`src/rtl/prim_crc32_check.sv`:
```
// Receive-side CRC32 (IEEE, reflected) frame checker: folds every byte including
// the little-endian trailer and reports residue match, length error and beat count.
module prim_crc32_check #(
    parameter  int unsigned BytesPerWord = 4,
    parameter  int unsigned MaxWords     = 1024,
    localparam int unsigned CntW         = $clog2(MaxWords + 1),
    localparam int unsigned DataW        = BytesPerWord * 8
) (
    input  logic             clk_i,
    input  logic             rst_ni,
    input  logic             clear_i,
    input  logic             data_valid_i,
    output logic             data_ready_o,
    input  logic [DataW-1:0] data_i,
    input  logic             data_last_i,
    output logic             result_valid_o,
    input  logic             result_ready_i,
    output logic             crc_ok_o,
    output logic             len_err_o,
    output logic [31:0]      crc_o,
    output logic [CntW-1:0]  word_cnt_o
);

    localparam logic [31:0]     Poly    = 32'hEDB8_8320;
    localparam logic [31:0]     Residue = 32'hDEBB_20E3;
    localparam logic [CntW-1:0] CntLim  = CntW'(MaxWords);
    localparam logic [CntW-1:0] CntSat  = CntW'(MaxWords + 1);

    typedef enum logic [1:0] {
        IDLE,
        BUSY,
        RESULT
    } state_e;

    state_e          state_q, state_d;
    logic [31:0]     crc_q, crc_d;
    logic [CntW-1:0] cnt_q, cnt_d;
    logic            data_ready_q, data_ready_d;
    logic            result_valid_q, result_valid_d;
    logic            crc_ok_q, crc_ok_d;
    logic            len_err_q, len_err_d;
    logic [31:0]     crc_out_q, crc_out_d;
    logic [CntW-1:0] word_cnt_q, word_cnt_d;

    logic            beat;
    logic [31:0]     crc_fold;
    logic [CntW-1:0] cnt_inc;
    logic            len_bad;

    // Bit-serial form of the byte-table fold c = (c>>8) ^ T[c[7:0]^byte], byte 0 first.
    function automatic logic [31:0] fold(input logic [31:0] c_in, input logic [DataW-1:0] d);
        logic [31:0] c;
        c = c_in;
        for (int unsigned i = 0; i < BytesPerWord; i++) begin
            c = c ^ {24'd0, d[8*i +: 8]};
            for (int unsigned b = 0; b < 8; b++) begin
                c = c[0] ? ((c >> 1) ^ Poly) : (c >> 1);
            end
        end
        return c;
    endfunction

    always_comb begin
        beat     = data_valid_i & data_ready_q;
        crc_fold = fold(crc_q, data_i);
        cnt_inc  = (cnt_q == CntSat) ? cnt_q : cnt_q + 1'b1;
        len_bad  = ((32'(cnt_inc) * BytesPerWord) < 32'd4) || (cnt_inc > CntLim);

        state_d        = state_q;
        crc_d          = crc_q;
        cnt_d          = cnt_q;
        data_ready_d   = data_ready_q;
        result_valid_d = result_valid_q;
        crc_ok_d       = crc_ok_q;
        len_err_d      = len_err_q;
        crc_out_d      = crc_out_q;
        word_cnt_d     = word_cnt_q;

        if (clear_i) begin
            state_d        = IDLE;
            crc_d          = '1;
            cnt_d          = '0;
            data_ready_d   = 1'b1;
            result_valid_d = 1'b0;
        end else begin
            unique case (state_q)
                // IDLE shares the BUSY path: crc_q/cnt_q already hold their init values there.
                IDLE, BUSY: begin
                    if (beat) begin
                        crc_d = crc_fold;
                        cnt_d = cnt_inc;
                        if (data_last_i) begin
                            state_d        = RESULT;
                            data_ready_d   = 1'b0;
                            result_valid_d = 1'b1;
                            crc_out_d      = ~crc_fold;
                            word_cnt_d     = cnt_inc;
                            len_err_d      = len_bad;
                            crc_ok_d       = (crc_fold == Residue) & ~len_bad;
                        end else begin
                            state_d = BUSY;
                        end
                    end
                end
                RESULT: begin
                    if (result_ready_i) begin
                        state_d        = IDLE;
                        crc_d          = '1;
                        cnt_d          = '0;
                        data_ready_d   = 1'b1;
                        result_valid_d = 1'b0;
                    end
                end
                default: begin
                    state_d        = IDLE;
                    crc_d          = '1;
                    cnt_d          = '0;
                    data_ready_d   = 1'b1;
                    result_valid_d = 1'b0;
                end
            endcase
        end
    end

    always_ff @(posedge clk_i or negedge rst_ni) begin
        if (!rst_ni) begin
            state_q        <= IDLE;
            crc_q          <= '1;
            cnt_q          <= '0;
            data_ready_q   <= 1'b1;
            result_valid_q <= 1'b0;
            crc_ok_q       <= 1'b0;
            len_err_q      <= 1'b0;
            crc_out_q      <= '0;
            word_cnt_q     <= '0;
        end else begin
            state_q        <= state_d;
            crc_q          <= crc_d;
            cnt_q          <= cnt_d;
            data_ready_q   <= data_ready_d;
            result_valid_q <= result_valid_d;
            crc_ok_q       <= crc_ok_d;
            len_err_q      <= len_err_d;
            crc_out_q      <= crc_out_d;
            word_cnt_q     <= word_cnt_d;
        end
    end

    assign data_ready_o   = data_ready_q;
    assign result_valid_o = result_valid_q;
    assign crc_ok_o       = crc_ok_q;
    assign len_err_o      = len_err_q;
    assign crc_o          = crc_out_q;
    assign word_cnt_o     = word_cnt_q;

endmodule

```
`config.mk`:
```
export PLATFORM = sky130hd
export DESIGN_NAME = prim_crc32_check
export DESIGN_NICKNAME = d
export VERILOG_FILES = /design/src/rtl/prim_crc32_check.sv
export SDC_FILE = /design/constraint.sdc
export NUM_CORES = 1
export LEC_CHECK = 0
export ABC_CLOCK_PERIOD_IN_PS = 5120
export BUFFER_PORTS_ARGS = -buffer_cell sky130_fd_sc_hd__buf_2
export CELL_PAD_IN_SITES_DETAIL_PLACEMENT = 2
export CELL_PAD_IN_SITES_GLOBAL_PLACEMENT = 2
export CORE_MARGIN = 3
export CORE_UTILIZATION = 40
export DETAILED_ROUTE_END_ITERATION = 16
export PLACE_DENSITY = 0.82
export SKIP_LAST_GASP = 1
export SYNTH_ARGS = -nofsm -noshare
export SYNTH_HDL_FRONTEND = slang
export SYNTH_SLANG_ARGS = --single-unit
```
`constraint.sdc`:
```
create_clock -name clk_i -period 5.12 [get_ports clk_i]
set_input_delay 0.512 -clock clk_i [delete_from_list [all_inputs] [get_ports clk_i]]
set_output_delay 0.512 -clock clk_i [all_outputs]
set_load 0.005 [all_outputs]
```
* Word level (Yosys, flattened, before mapping)
Index checks and enable logic that the tools add are counted.
** Operators by class
- $add $sub $neg :: 1
- Order comparisons :: 2
- Equal/unequal tests :: 7
- Multiplexer cells :: 56
- Bitwise logic cells :: 41
- Reduce and logical (&&, ||, !) cells :: 6
** Operators by type and width (count)
- 32-bit two-way mux :: 35
- 13-bit NOT with 14-bit output :: 32
- 32-bit by 8-bit XOR with 32-bit output :: 4
- 32-bit case mux with 2 select lines :: 1
- 11-bit two-way mux :: 4
- 32-bit == test, second input constant :: 1
- 32-bit NOT :: 1
- 11-bit case mux with 2 select lines :: 1
- 13-bit by 3-bit less-than comparator with 1-bit output, second input constant :: 1
- 11-bit by 1-bit adder with 11-bit output, second input constant :: 1
- 11-bit == test, second input constant :: 1
- 11-bit greater-than comparator, second input constant :: 1
- 3-bit inequality test, second input constant :: 3
- 1-bit two-way mux :: 8
- 2-bit two-way mux :: 4
- 1-bit case mux with 2 select lines :: 2
- 2-bit case mux with 2 select lines :: 1
- 4-bit AND reduction :: 1
- 3-bit AND reduction :: 1
- 1-bit bitwise AND :: 2
- 2-bit by 1-bit == test with 1-bit output, second input constant :: 1
- 2-bit == test, second input constant :: 1
- 2-bit logical NOT :: 1
- 1-bit NOT :: 2
- 3 further kinds :: 3
** Storage, ports and cells
- Register bits after elaboration :: 92
- Input bits :: 38
- Output and inout bits :: 47
- Logic and storage cells :: 122

* Longest topological paths before layout
- Depth after elaboration :: 71
- Depth in mapped cells :: 13
- Mapped depth without buffers :: 12

* Least setup slack after synthesis
OpenSTA, ideal clock, no wires.
- Path kind :: input port to flip-flop
- Start point :: input data_i[4]
- End point :: register crc_ok_q, in the netlist crc_ok_o
- Data arrival time :: 4.052 ns
- Required time :: 5.016 ns
- Setup slack :: 0.964 ns
- Cell stages on the path :: 11
- Path buffers :: 1
- Path through :: xnor2_1 xnor3_2 xor2_2 xor3_1 buf_6 xnor3_2 xor3_2 xnor2_1 nand4b_1 or3_1 o41ai_2
** On the way
- Cells in the longest elaborated chain, start to end :: 51
- Elaborated cells on any way between the ends :: 65
- Those cells by class :: 1 x eq/ne; 32 x mux; 32 x bitwise
** RTL lines
- from (decl) :: line 14 : input logic [DataW-1:0] data_i,
- 32-bit by 8-bit XOR with 32-bit output (*) :: line 55 : c = c ^ {24'd0, d[8*i +: 8]};
- 32-bit two-way mux (*) (5 in a row) :: line 57 : c = c[0] ? ((c >> 1) ^ Poly) : (c >> 1);
- 13-bit NOT with 14-bit output (no line)
- 32-bit two-way mux (*) :: line 57
- 13-bit NOT with 14-bit output (no line)
- 32-bit two-way mux (*) (2 in a row) :: line 57
- 32-bit by 8-bit XOR with 32-bit output (*) :: line 55
- 13-bit NOT with 14-bit output (no line)
- [27 not listed]
- 13-bit NOT with 14-bit output (no line)
- 32-bit two-way mux (*) :: line 57
- 13-bit NOT with 14-bit output (no line)
- 32-bit two-way mux (*) (3 in a row) :: line 57
- 13-bit NOT with 14-bit output (no line)
- 32-bit two-way mux (*) (2 in a row) :: line 57
- 32-bit == test (*) :: line 99 : crc_ok_d = (crc_fold == Residue) & ~len_bad;
- 1-bit bitwise AND (*) :: line 99
- to (signal assigned) :: line 142 : crc_ok_q <= crc_ok_d;
- to (decl) :: line 40 : logic crc_ok_q, crc_ok_d;
Mark *: on every way between the ends. The rest lies on a longest branch, timed or not.
A chain may end at the register's enable or synchronous reset.

* Final worst setup path
- Start point :: register crc_q[4]
- End point :: register crc_ok_q, in the netlist crc_ok_o
** On the way
- Cells in the longest elaborated chain, start to end :: 51
- Elaborated cells on any way between the ends :: 65
- Those cells by class :: 1 x eq/ne; 32 x mux; 32 x bitwise
** RTL lines
- from (decl) :: line 36 : logic [31:0] crc_q, crc_d;
- from (signal assigned) :: line 138 : crc_q <= crc_d;
- 32-bit by 8-bit XOR with 32-bit output (*) :: line 55
- 32-bit two-way mux (*) (5 in a row) :: line 57
- 13-bit NOT with 14-bit output (no line)
- 32-bit two-way mux (*) :: line 57
- 13-bit NOT with 14-bit output (no line)
- 32-bit two-way mux (*) (2 in a row) :: line 57
- 32-bit by 8-bit XOR with 32-bit output (*) :: line 55
- 13-bit NOT with 14-bit output (no line)
- [27 not listed]
- 13-bit NOT with 14-bit output (no line)
- 32-bit two-way mux (*) :: line 57
- 13-bit NOT with 14-bit output (no line)
- 32-bit two-way mux (*) (3 in a row) :: line 57
- 13-bit NOT with 14-bit output (no line)
- 32-bit two-way mux (*) (2 in a row) :: line 57
- 32-bit == test (*) :: line 99
- 1-bit bitwise AND (*) :: line 99
Marks and branches as above.

==> impl_metrics.env <==
export IMPL_run_status="finished clean"
export IMPL_cpMaxStageDelayCell="xnor3_1"
export IMPL_cp_buffers_inverters=0
export IMPL_finalWeightedCongestion=0.9586
export IMPL_yosysWarnings=0
export IMPL_synth_nets=655
export IMPL_grt_max_degree=63
export IMPL_mostFrequentLayoutCell="xnor2_1"
export IMPL_maxSlewViolCount=0
export IMPL_detail_route_wirelength_met1_mm=9.856
export IMPL_synth_fa_ha_area_frac=0.005180
export IMPL_n_antenna_cell=0
export IMPL_post_dp_hpwl_mm=18.80
export IMPL_cts_path_max_buffers=2
export IMPL_drt_pass1_iter_count=4
export IMPL_min_path_type="in -> async"
export IMPL_post_synthesis_simple_gate_area_fraction=0.07407
export IMPL_route_antenna_remaining_nets=0
export IMPL_first_global_vias=5762
export IMPL_relSlewSlack=0.4403
export IMPL_startpoint_type="flop"
export IMPL_worst_hold_slack_across_all_endpoints_ns=0.2397
export IMPL_synth_seq_cells=92
export IMPL_drtIter0Drc=196
export IMPL_initial_core_util=0.4132
export IMPL_layout_drive_gt1_share=0.3185
export IMPL_floorplan_rows=48
export IMPL_clk_insertion_delay_late_ns=0.36
export IMPL_critical_path_sink_type="flop"
export IMPL_critical_path_cell_chain="xor2_1, xnor3_2, xor2_2, xnor3_1, xnor3_2, xnor3_1, xnor2_1, nor4bb_1, nand3_1, o41ai_2"
export IMPL_finalCoreUtilization=0.4775
export IMPL_synth_area_mux_share=0.04644
export IMPL_vias=4923
export IMPL_critical_path_max_stage_delay_ns=0.66
export IMPL_clock_tree_htree_level_count=3
export IMPL_drt_drc_violations_left=0
export IMPL_gate_count_post_synth=614
export IMPL_yosys_area_share_xor_xnor=0.4786
export IMPL_period_share=0.9560
export IMPL_routed_via_density=5.215
export IMPL_max_fanout_on_critical_path=5
export IMPL_syn_avg_cell_area_um2=11.80
export IMPL_syn_cell_area_um2=7247
export IMPL_mostFrequentLayoutCells="xnor2_1, buf_2, dfrtp_1, nand2_1"
export IMPL_maxCapViolations=0
export IMPL_finish_net_count=755
export IMPL_synth_yosys_seq_area_share=0.3234
export IMPL_setup_viol_count_final=0
export IMPL_die_height_um=140.6
export IMPL_hold_violations=0
export IMPL_timing_worst_setup_path_type="reg -> reg"
export IMPL_globalRouteOverflowTotal=0
export IMPL_tritoncts_clock_tree="done"
export IMPL_achievable_frequency_ghz=0.2043
export IMPL_io_pin_count=85
export IMPL_synth_top_family_by_area="XOR/XNOR gates"
export IMPL_area_growth_pct=15.54
export IMPL_cts_reportedPaths_clkPinSlew_ns=0.07
export IMPL_core_um2=17540
export IMPL_timing_setup_tns_ns=0
export IMPL_route_top_layer_used="met4"
export IMPL_grt_setup_unrepaired="no"
export IMPL_tightest_slew_ns=0.8395
export IMPL_combined_global_route_utilization_of_all_metal_layers=0.2478
export IMPL_finalCriticalPeriod_ns=4.895
export IMPL_met2_wirelength_mm=12.19
export IMPL_clk_root_buffer_cell="clkbuf_16"
export IMPL_dieArea_um2=19770
export IMPL_detail_route_wl_per_cell_um=25.01
export IMPL_synth_compound_gate_area_share=0.05974
export IMPL_route_final_wire_length_mm=23.61
export IMPL_met3_length_um=932
export IMPL_antenna_found_initial=0
export IMPL_cpLargestDelayFamily="XOR/XNOR gates"
export IMPL_cp_arrival_ns=5.15
export IMPL_synth_cell_types=44
export IMPL_numCtsBuffers=9
export IMPL_critPathRequiredTime_ns=5.37
export IMPL_chipWidth_um=140.6
export IMPL_clock_skew_ns=0.01114
export IMPL_cts_sinks=92
export IMPL_cts_setup_buffers=0
export IMPL_buffer_ports_inserted=84
export IMPL_first_pass_grt_wire_length_mm=36.55
[timing repair]
action	in CTS	in global routing
hold buffers	0	0
endpoints found under the setup margin	0	1
gates resized for setup	0	1
[synthesized netlist by cell type (all sizes together)]
| library cell | instances | area (um^2) |
|---|---|---|
| a21oi | 33 | 165.2 |
| a31oi | 1 | 6.260 |
| a32o | 1 | 10.01 |
| and2 | 2 | 12.51 |
| and3 | 4 | 25.02 |
| and4 | 2 | 17.52 |
| buf | 2 | 16.26 |
| clkbuf | 17 | 63.81 |
| dfrtp | 59 | 1476 |
| dfstp | 33 | 867.1 |
| ha | 3 | 37.54 |
| inv | 3 | 11.26 |
| mux2 | 29 | 326.6 |
| mux2i | 1 | 10.01 |
| nand2 | 44 | 165.2 |
| nand2b | 2 | 12.51 |
| nand3 | 7 | 35.03 |
| nand3b | 1 | 7.510 |
| nand4b | 2 | 17.52 |
| nor2 | 38 | 142.6 |
| nor2b | 2 | 12.51 |
| nor3 | 7 | 35.03 |
| nor4 | 1 | 6.260 |
| nor4b | 1 | 8.760 |
| nor4bb | 2 | 20.02 |
| o2111a | 1 | 11.26 |
| o21a | 1 | 7.510 |
| o21ai | 35 | 175.2 |
| o22a | 2 | 17.52 |
| o31ai | 2 | 15.01 |
| o41ai | 2 | 25.03 |
| or2 | 1 | 6.260 |
| or3 | 2 | 12.51 |
| xnor2 | 161 | 1534 |
| xnor3 | 54 | 1234 |
| xor2 | 44 | 407.9 |
| xor3 | 12 | 292.8 |
[final cells by class]
type	instances	area (um^2)
Clock inverter	7	81.33
Tap cell	225	281.5
Timing Repair Buffer	108	603.1
Clock buffer	9	225.2
Inverter	3	11.26
Fill cell	1783	9164
Sequential cell	92	2344
Multi-Input combinational cell	500	4827
[cells by family after synthesis]
| kind of cell | count (synthesis) |
|---|---|
| xor+xnor | 271 |
| simple gates | 118 |
| flops | 92 |
| compound gates | 78 |
| mux | 30 |
| buf+inv | 22 |
| fa+ha+maj | 3 |
[registers in the layout, indices dropped and copies added (netlist names)]
signal	cells
result_valid_o	1
crc_o	32
crc_ok_o	1
word_cnt_o	11
cnt_q	11
len_err_o	1
crc_q	32
data_ready_o	1
state_q	2
[path summary, 6_finish.rpt]
kind                           startpoint            end  slack [ns]  cells after the start
setup / recovery                 crc_q[4]       crc_ok_o        0.23                     10
hold / removal                     rst_ni      crc_o[26]        0.24                      1
setup reg to reg                 crc_q[4]       crc_ok_o        0.23                     10
hold reg to reg             word_cnt_o[2]  word_cnt_o[2]        0.48                      2
max in group asynchronous          rst_ni      crc_q[15]        3.86                      2
min in group clk_i         result_ready_i     state_q[1]        0.34                      2
[per-layer routing]
metal  global-route usage  vias up
li1                     -     2267
met2               0.4350      100
met1               0.3131     2523
met3              0.04308       33
met5                    0        -
met4              0.07547        0
[stage by stage]
stage / area (um^2) / setup slack [ns] / cells
floorplan: 7247 / 0.9643 / 614
global placement: 8059 / 0.1032 / 928
detailed placement: 8059 / -0.1170 / 928
CTS: 8366 / 0.07064 / 944
global route: 8373 / 0.06196 / 944
finish: 8373 / 0.2254 / 944
Power is left out: the tool's default activity adds up to more than one toggle a clock period on the data nets, which glitch-free logic cannot reach.
